[src/rtl/button_cmd_ctrl.sv]
// ---------------------------------------------------------------------------
// button_cmd_ctrl
//
// Turns two debounced push-button levels into user commands. A press on the
// select button steps a wrapping selection value; a press on the go button
// latches that selection and starts a req/ack handshake with the serial-bus
// controller, then follows the transaction until the controller reports done.
// An unacknowledged request is abandoned after ACK_TIMEOUT cycles and a
// sticky error flag is raised until the next go press.
//
// Ports
//   clk          system clock, all logic on the rising edge
//   rstN         asynchronous active-low reset
//   sel_btn_in   debounced select button level
//   go_btn_in    debounced go button level
//   start_ack    controller accepts the pending request
//   busy_done    controller finished the transaction (one-cycle pulse)
//   sel_value    current selection, 0..NUM_SEL-1
//   cmd_value    selection captured at the go press
//   start_req    start request to the controller
//   busy         transaction in progress
//   timeout_err  sticky: last request was not acknowledged in time
// ---------------------------------------------------------------------------
module button_cmd_ctrl #(
    parameter int   NUM_SEL     = 4,
    parameter int   ACK_TIMEOUT = 1000,
    parameter logic PRESS_LEVEL = 1'b0,
    localparam int  SEL_WIDTH   = (NUM_SEL > 1) ? $clog2(NUM_SEL) : 1
) (
    input  logic                 clk,
    input  logic                 rstN,
    input  logic                 sel_btn_in,
    input  logic                 go_btn_in,
    input  logic                 start_ack,
    input  logic                 busy_done,
    output logic [SEL_WIDTH-1:0] sel_value,
    output logic [SEL_WIDTH-1:0] cmd_value,
    output logic                 start_req,
    output logic                 busy,
    output logic                 timeout_err
);

    localparam int CNT_WIDTH = $clog2(ACK_TIMEOUT + 1);
    localparam logic [CNT_WIDTH-1:0] CNT_LAST = CNT_WIDTH'(ACK_TIMEOUT - 1);
    localparam logic [SEL_WIDTH-1:0] SEL_LAST = SEL_WIDTH'(NUM_SEL - 1);

    typedef enum logic [1:0] {
        IDLE,
        REQ,
        WAIT_DONE
    } state_t;

    state_t state;
    state_t state_nxt;

    logic sel_s1;
    logic sel_s2;
    logic go_s1;
    logic go_s2;
    logic sel_press;
    logic go_press;

    logic [CNT_WIDTH-1:0] cnt;
    logic [CNT_WIDTH-1:0] cnt_nxt;
    logic [SEL_WIDTH-1:0] sel_nxt;
    logic [SEL_WIDTH-1:0] cmd_nxt;
    logic                 req_nxt;
    logic                 busy_nxt;
    logic                 err_nxt;

    // Sample flops reset to the pressed level so that a button already held
    // when reset is released looks "still pressed" and produces no edge.
    always_ff @(posedge clk or negedge rstN) begin
        if (!rstN) begin
            sel_s1 <= PRESS_LEVEL;
            sel_s2 <= PRESS_LEVEL;
            go_s1  <= PRESS_LEVEL;
            go_s2  <= PRESS_LEVEL;
        end else begin
            sel_s1 <= sel_btn_in;
            sel_s2 <= sel_s1;
            go_s1  <= go_btn_in;
            go_s2  <= go_s1;
        end
    end

    // A press is the cycle in which the newest sample is pressed and the
    // previous one was not; holding the button gives exactly one press.
    assign sel_press = (sel_s1 == PRESS_LEVEL) && (sel_s2 != PRESS_LEVEL);
    assign go_press  = (go_s1 == PRESS_LEVEL) && (go_s2 != PRESS_LEVEL);

    // State register
    always_ff @(posedge clk or negedge rstN) begin
        if (!rstN) begin
            state <= IDLE;
        end else begin
            state <= state_nxt;
        end
    end

    // Next-state logic; an ack arriving on the timeout cycle still wins.
    always_comb begin
        state_nxt = state;
        case (state)
            IDLE: begin
                if (go_press) begin
                    state_nxt = REQ;
                end
            end
            REQ: begin
                if (start_ack) begin
                    state_nxt = WAIT_DONE;
                end else if (cnt == CNT_LAST) begin
                    state_nxt = IDLE;
                end
            end
            WAIT_DONE: begin
                if (busy_done) begin
                    state_nxt = IDLE;
                end
            end
            default: begin
                state_nxt = IDLE;
            end
        endcase
    end

    // Output/datapath next values. Presses outside IDLE fall through the
    // default assignments and are therefore dropped; go beats sel in IDLE so
    // the command captures the selection before any increment.
    always_comb begin
        sel_nxt  = sel_value;
        cmd_nxt  = cmd_value;
        req_nxt  = start_req;
        busy_nxt = busy;
        err_nxt  = timeout_err;
        cnt_nxt  = cnt;
        case (state)
            IDLE: begin
                if (go_press) begin
                    cmd_nxt = sel_value;
                    req_nxt = 1'b1;
                    err_nxt = 1'b0;
                    cnt_nxt = '0;
                end else if (sel_press) begin
                    sel_nxt = (sel_value == SEL_LAST) ? '0 : sel_value + SEL_WIDTH'(1);
                end
            end
            REQ: begin
                cnt_nxt = cnt + CNT_WIDTH'(1);
                if (start_ack) begin
                    req_nxt  = 1'b0;
                    busy_nxt = 1'b1;
                end else if (cnt == CNT_LAST) begin
                    req_nxt = 1'b0;
                    err_nxt = 1'b1;
                end
            end
            WAIT_DONE: begin
                if (busy_done) begin
                    busy_nxt = 1'b0;
                end
            end
            default: begin
                req_nxt  = 1'b0;
                busy_nxt = 1'b0;
            end
        endcase
    end

    // Registered outputs and timeout counter
    always_ff @(posedge clk or negedge rstN) begin
        if (!rstN) begin
            sel_value   <= '0;
            cmd_value   <= '0;
            start_req   <= 1'b0;
            busy        <= 1'b0;
            timeout_err <= 1'b0;
            cnt         <= '0;
        end else begin
            sel_value   <= sel_nxt;
            cmd_value   <= cmd_nxt;
            start_req   <= req_nxt;
            busy        <= busy_nxt;
            timeout_err <= err_nxt;
            cnt         <= cnt_nxt;
        end
    end

endmodule

[config.mk]
export PLATFORM = sky130hd
export DESIGN_NAME = button_cmd_ctrl
export DESIGN_NICKNAME = d
export VERILOG_FILES = /design/src/rtl/button_cmd_ctrl.sv
export SDC_FILE = /design/constraint.sdc
export NUM_CORES = 1
export LEC_CHECK = 0
export ABC_AREA = 1
export ABC_CLOCK_PERIOD_IN_PS = 1200
export CORE_ASPECT_RATIO = 2
export CORE_MARGIN = 4
export CORE_UTILIZATION = 40
export DETAILED_ROUTE_END_ITERATION = 10
export PLACE_DENSITY = 0.67
export SYNTH_ARGS = -nofsm -noshare
export SYNTH_HDL_FRONTEND = slang
export SYNTH_SLANG_ARGS = --single-unit
[constraint.sdc]
create_clock -name clk -period 1.2 [get_ports clk]
set_input_delay 0.12 -clock clk [delete_from_list [all_inputs] [get_ports clk]]
set_output_delay 0.12 -clock clk [all_outputs]
set_load 0.01 [all_outputs]
==> results of run 1 <==
-- through the flow --
| step | hold slack, ns | setup TNS [ns] | utilization | cell area, um2 |
|---|---|---|---|---|
| finish | 0.195 | 0 | 0.569 | 1440 |
| CTS | 0.205 | -0.0268 | 0.535 | 1360 |
| global route | 0.245 | -0.390 | 0.569 | 1440 |
| floorplan | -0.176 | 0 | - | 1060 |
| detailed placement | 0.375 | -0.611 | 0.509 | 1290 |
| global placement | 0.362 | -0.355 | 0.509 | 1290 |
-- cell families after synthesis --
family / count (synthesis) / share of synthesized area
flops: 23 / 0.542
compound gates: 21 / 0.105
fa+ha+maj: 2 / 0.0236
buf+inv: 19 / 0.0671
simple gates: 62 / 0.263
-- cells in the mapped netlist (all sizes together) --
cell type	n	area share
a21oi	3	0.014
dfrtp	23	0.54
ha	2	0.024
inv	19	0.067
nand2	32	0.12
nand3	9	0.054
nor2	18	0.073
nor3	2	0.0094
o21ai	16	0.079
o22ai	2	0.012
or2	1	0.0059
-- how the worst min path moves through the flow --
stage / startpoint / endpoint / slack (ns)
after global routing: rstN / timeout_err$_DFFE_PN0P_ / 0.24
final: rstN / cnt[5]$_DFFE_PN0P_ / 0.20
after global placement: go_s1$_DFF_PN0_ / go_s2$_DFF_PN0_ / 0.36
after CTS: rstN / cnt[5]$_DFFE_PN0P_ / 0.21
after detailed placement: sel_s1$_DFF_PN0_ / sel_s2$_DFF_PN0_ / 0.38
after floorplan: rstN / busy$_DFFE_PN0P_ / -0.18
-- worst max-delay path, cell delays in order (launching register included) --
cell	delay, ns
dfrtp_1	0.44
inv_2	0.08
nor2_4	0.19
buf_4	0.15
buf_4	0.10
nand2_1	0.05
o21ai_1	0.10
-- where the power goes --
group / internal (mW) / switching (mW)
clock: 0.237 / 0.238
sequential: 0.955 / 0.142
combinational: 0.399 / 0.445
total: 1.59 / 0.825
-- per-layer routing --
| metal | GRT usage | wire length, um | vias to the layer above |
|---|---|---|---|
| met1 | 0.148 | 791 | 444 |
| met4 | 0.0453 | 72 | 0 |
| met2 | 0.266 | 1380 | 26 |
| met3 | 0.0244 | 69 | 7 |
| li1 | - | - | 463 |
| met5 | 0 | 0 | - |
-- sequential cells by signal, summed over array words and instances, names as in the netlist --
register / flops
cnt: 10
cmd_value: 2
sel_value: 2
state: 2
busy: 1
go_s1: 1
go_s2: 1
sel_s1: 1
sel_s2: 1
start_req: 1
timeout_err: 1
-- layout make-up --
class,count,share of cell area
sequential,23,0.400
inverter,19,0.0529
clock buffer,4,0.0312
tap,28,0.0243
multi-input combinational,85,0.334
timing repair buffer,27,0.158
-- repair_timing --
item | 4_1_cts | 5_1_grt
gates resized for setup | 11 | 25
endpoints found under the setup margin | 17 | 15
pin swaps | 1 | 5
setup buffers | 2 | 3
==> impl_metrics.py, run 1 <==
metrics = {
    "synthesis": {
        "netlist-cell-type-count": 17,
        "post_syn_area_um2": 1060,
        "syn-mean-instance-area_um2": 8.36,
        "postSynthRegisterBits": 23,
        "synth_warnings": 0,
        "synth_seq_area_share": 0.542,
        "net_count_synth": 135,
        "synthesis.instances": 127,
    },
    "placed_design": {
        "post-place-cells": 177,
        "io_buffer_count": 12,
        "place.gp.congestion": 0.804,
        "post-dp-hpwl_um": 1770,
        "place_ws_ns": -0.0934,
    },
    "global_routing": {
        "grt_start_max_net_pins": 24,
        "number_of_antenna_violations_at_the_first_check_in_global_routing": 0,
        "global_route_wire_length_before_repair_um": 3780,
        "grt_util_all_layers": 0.140,
        "globalRouteOverflowTotal": 0,
        "grt_pass1_vias": 889,
    },
    "floorplan": {
        "ios": 13,
        "die_height_um": 80.9,
        "num_rows": 26,
        "die_area_um2": 3590,
        "floorplan.initialDensity": 0.419,
        "floorplan.die.width_um": 44.4,
        "core_region_area_um2": 2540,
    },
    "sta": {
        "fmax_achieved_mhz": 847,
        "grt_setup_unrepaired": "true",
        "clock_skew_ns": 0.00758,
        "worst_pin_slew_ns": 0.286,
        "timing.slew.headroom": 0.809,
        "final_max_slew_viol_count": 0,
        "report.final.hold_viol_count": 0,
        "final_critical_path_setup_slack_ns": 0.0200,
        "fin_crit_ns": 1.18,
        "layout_worst_path_cycle_share": 0.983,
        "finalSetupViolCount": 0,
    },
    "setup_path": {
        "endpoint_of_the_most_critical_setup_path": "cnt[2]$_DFFE_PN0P_",
        "cp-start-kind": "flop",
        "r2r_cells": 6,
        "timing.rr.start": "state[0]$_DFFE_PN0P_",
        "crit_arrival_ns": 1.37,
        "worstPathMaxFanout": 5,
        "rrSetupSlack_ns": 0.02,
        "setup.worst_path.start": "state[0]$_DFFE_PN0P_",
        "crit_required_ns": 1.39,
        "criticalPathCategory": "flop to flop",
        "kind_of_capture_point_of_the_worst_setup_path": "flop",
        "r2r_end": "cnt[2]$_DFFE_PN0P_",
    },
    "final_layout": {
        "multi_input_area_um2": 482,
        "final_layout_size_suffix_gt1_frac": 0.278,
        "diodes": 0,
        "finalNetCount": 167,
        "final_cell_count_no_fill": 186,
        "area_added_between_synthesis_and_finish_pct": 35.8,
        "most-common-layout-cells": "27 x nand2_1, 22 x dfrtp_1, 15 x inv_1",
        "fillers": 224,
        "mostFrequentLayoutCell": "nand2_1",
        "area.sequential_um2": 577,
    },
    "run_status": {
        "run_status": "finished clean",
    },
    "power": {
        "p_per_area_nw_per_um2": 1670,
        "post-layout-total-power_mw": 2.42,
        "power.ir.vdd_worst_v": 0.000992,
        "p_leak_nw": 0.702,
    },
    "clock_network": {
        "cts_hold_repair.buffers": 0,
        "max-clock-path-buffers": 2,
        "clock_latency_ns": 0.26,
        "clock_sink_count": 23,
        "clk_root_buffer_cell": "clkbuf_8",
        "cts_tree": "yes",
        "h_tree_levels": 1,
        "clkTransAtPathRegs_ns": 0.08,
        "num_cts_buffers": 3,
    },
    "detailed_routing": {
        "vias_cell": 5.05,
        "dr.pass1.iters": 4,
        "drc": 0,
        "drt_first_iter_violations": 26,
        "finalWirelength_um": 2310,
        "detail_route.wl_per_cell_um": 12.4,
        "final_antenna_net_count": 0,
        "vias": 940,
    },
    "run": {
        "cap_viol_max_count": 0,
    },
    "min_path": {
        "hold_class": "input port to async pin",
    },
}
No activity file was read; power rests on OpenSTA's default activity.
==> run 2, diff against run 1 <==
- CAP_MARGIN: unset -> 10
==> results of run 2 <==
No change in the layout: final DEF, timing and power equal those of run 1.
==> run 3, diff against run 2 <==
- RECOVER_POWER: unset -> 100
==> impl_metrics.py, run 3 (synthesized netlist as in run 1, its figures left out) <==
metrics = {
    "detailed_routing": {
        "dr.pass1.iters": 4,
        "detail_route.wl_per_cell_um": 12.4,
        "vias_cell": 5.05,
        "final_antenna_net_count": 0,
        "drt_first_iter_violations": 26,
        "finalWirelength_um": 2310,
        "drc": 0,
        "vias": 940,
    },
    "setup_path": {
        "timing.rr.start": "state[0]$_DFFE_PN0P_",
        "kind_of_capture_point_of_the_worst_setup_path": "flop",
        "r2r_end": "cnt[2]$_DFFE_PN0P_",
        "worstPathMaxFanout": 5,
        "cp-start-kind": "flop",
        "r2r_cells": 6,
        "endpoint_of_the_most_critical_setup_path": "cnt[2]$_DFFE_PN0P_",
        "crit_arrival_ns": 1.37,
        "rrSetupSlack_ns": 0.02,
        "crit_required_ns": 1.39,
        "setup.worst_path.start": "state[0]$_DFFE_PN0P_",
        "criticalPathCategory": "flop to flop",
    },
    "sta": {
        "finalSetupViolCount": 0,
        "clock_skew_ns": 0.00758,
        "fmax_achieved_mhz": 847,
        "final_critical_path_setup_slack_ns": 0.0200,
        "fin_crit_ns": 1.18,
        "timing.slew.headroom": 0.629,
        "worst_pin_slew_ns": 0.557,
        "final_max_slew_viol_count": 0,
        "report.final.hold_viol_count": 0,
        "layout_worst_path_cycle_share": 0.983,
        "grt_setup_unrepaired": "true",
        "setup_total_negative_slack_ns": 0,
    },
    "floorplan": {
        "floorplan.die.width_um": 44.4,
        "core_region_area_um2": 2540,
        "floorplan.initialDensity": 0.419,
        "die_height_um": 80.9,
        "die_area_um2": 3590,
        "ios": 13,
        "num_rows": 26,
    },
    "global_routing": {
        "number_of_antenna_violations_at_the_first_check_in_global_routing": 0,
        "grt_util_all_layers": 0.140,
        "global_route_wire_length_before_repair_um": 3780,
        "grt_pass1_vias": 889,
        "globalRouteOverflowTotal": 0,
        "grt_start_max_net_pins": 24,
    },
    "power": {
        "p_per_area_nw_per_um2": 1680,
        "power.ir.vdd_worst_v": 0.000992,
        "p_leak_nw": 0.702,
    },
    "final_layout": {
        "final_cell_count_no_fill": 186,
        "most-common-layout-cells": "27 x nand2_1, 22 x dfrtp_1, 15 x inv_1",
        "regMostFlops": "cnt",
        "post-route-util": 0.568,
        "finalNetCount": 167,
        "mostFrequentLayoutCell": "nand2_1",
        "largest_reg_flops": 10,
        "final_layout_size_suffix_gt1_frac": 0.278,
        "diodes": 0,
        "area_added_between_synthesis_and_finish_pct": 35.6,
        "fillers": 223,
    },
    "clock_network": {
        "clock_latency_ns": 0.26,
        "cts_tree": "yes",
        "clk_root_buffer_cell": "clkbuf_8",
        "cts_hold_repair.buffers": 0,
        "clkTransAtPathRegs_ns": 0.08,
        "num_cts_buffers": 3,
        "clock_sink_count": 23,
        "h_tree_levels": 1,
        "max-clock-path-buffers": 2,
    },
    "min_path": {
        "hold_class": "input port to async pin",
    },
    "placed_design": {
        "place.gp.congestion": 0.804,
        "io_buffer_count": 12,
        "post-dp-hpwl_um": 1770,
        "place_ws_ns": -0.0934,
        "post-place-cells": 177,
    },
    "run_status": {
        "run_status": "finished clean",
    },
    "run": {
        "cap_viol_max_count": 0,
    },
}
## run 3: cell count changes in the layout (fill, tap and decap cells not counted)
cell	delta
dlygate4sd3_1	+3
buf_4	-1
clkdlybuf4s50_1	-3
clkbuf_2	+1
## run 3: layer usage
layer / global-route usage / up-vias / wire, um
met2: 0.266 / 26 / 1380
met5: 0 / - / 0
met4: 0.0453 / 0 / 72
met3: 0.0244 / 7 / 70
met1: 0.148 / 444 / 790
li1: - / 463 / -
## run 3: repair_timing
action                     in CTS  in global routing
resized for setup              11                 25
setup endpoints to repair      17                 15
pin swaps                       1                  5
buffers inserted                2                  3
## run 3: worst min-delay path by stage
stage | from | to | slack [ns] | depth (start not counted)
global placement | go_s1$_DFF_PN0_ | go_s2$_DFF_PN0_ | 0.36 | 0
global route | go_btn_in | go_s1$_DFF_PN0_ | 0.41 | 1
CTS | rstN | cnt[5]$_DFFE_PN0P_ | 0.21 | 2
detailed placement | sel_s1$_DFF_PN0_ | sel_s2$_DFF_PN0_ | 0.38 | 0
floorplan | rstN | busy$_DFFE_PN0P_ | -0.18 | 0
finish | rstN | cnt[5]$_DFFE_PN0P_ | 0.36 | 2
## run 3: final cells by class
cell class                 count  area (um2)  share of cell area
sequential                    23         577               0.401
multi-input combinational     85         482               0.334
timing repair buffer          27         225               0.156
inverter                      19        76.3              0.0530
clock buffer                   4        45.0              0.0313
tap                           28        35.0              0.0243
## run 3: power breakdown
part           total, mW  switching [mW]  internal [mW]
clock network      0.475           0.238          0.237
logic              0.841           0.445          0.396
registers           1.10           0.142          0.955
total               2.41           0.825           1.59
## run 3: stage by stage
| stage | total power [mW] | area, um2 | hold slack [ns] |
|---|---|---|---|
| 3_3_place_gp | 1.88 | 1290 | 0.362 |
| 3_5_place_dp | 1.92 | 1290 | 0.375 |
| 6_report | 2.41 | 1440 | 0.361 |
| 4_1_cts | 2.36 | 1360 | 0.205 |
| 5_1_grt | 2.60 | 1440 | 0.412 |
| 2_1_floorplan | 1.47 | 1060 | -0.176 |
## run 3: critical path: stages, from the launching register on
cell and delay [ns]:
dfrtp_1 0.44, inv_2 0.08, nor2_4 0.19, buf_4 0.15, buf_4 0.10, nand2_1 0.05, o21ai_1 0.10
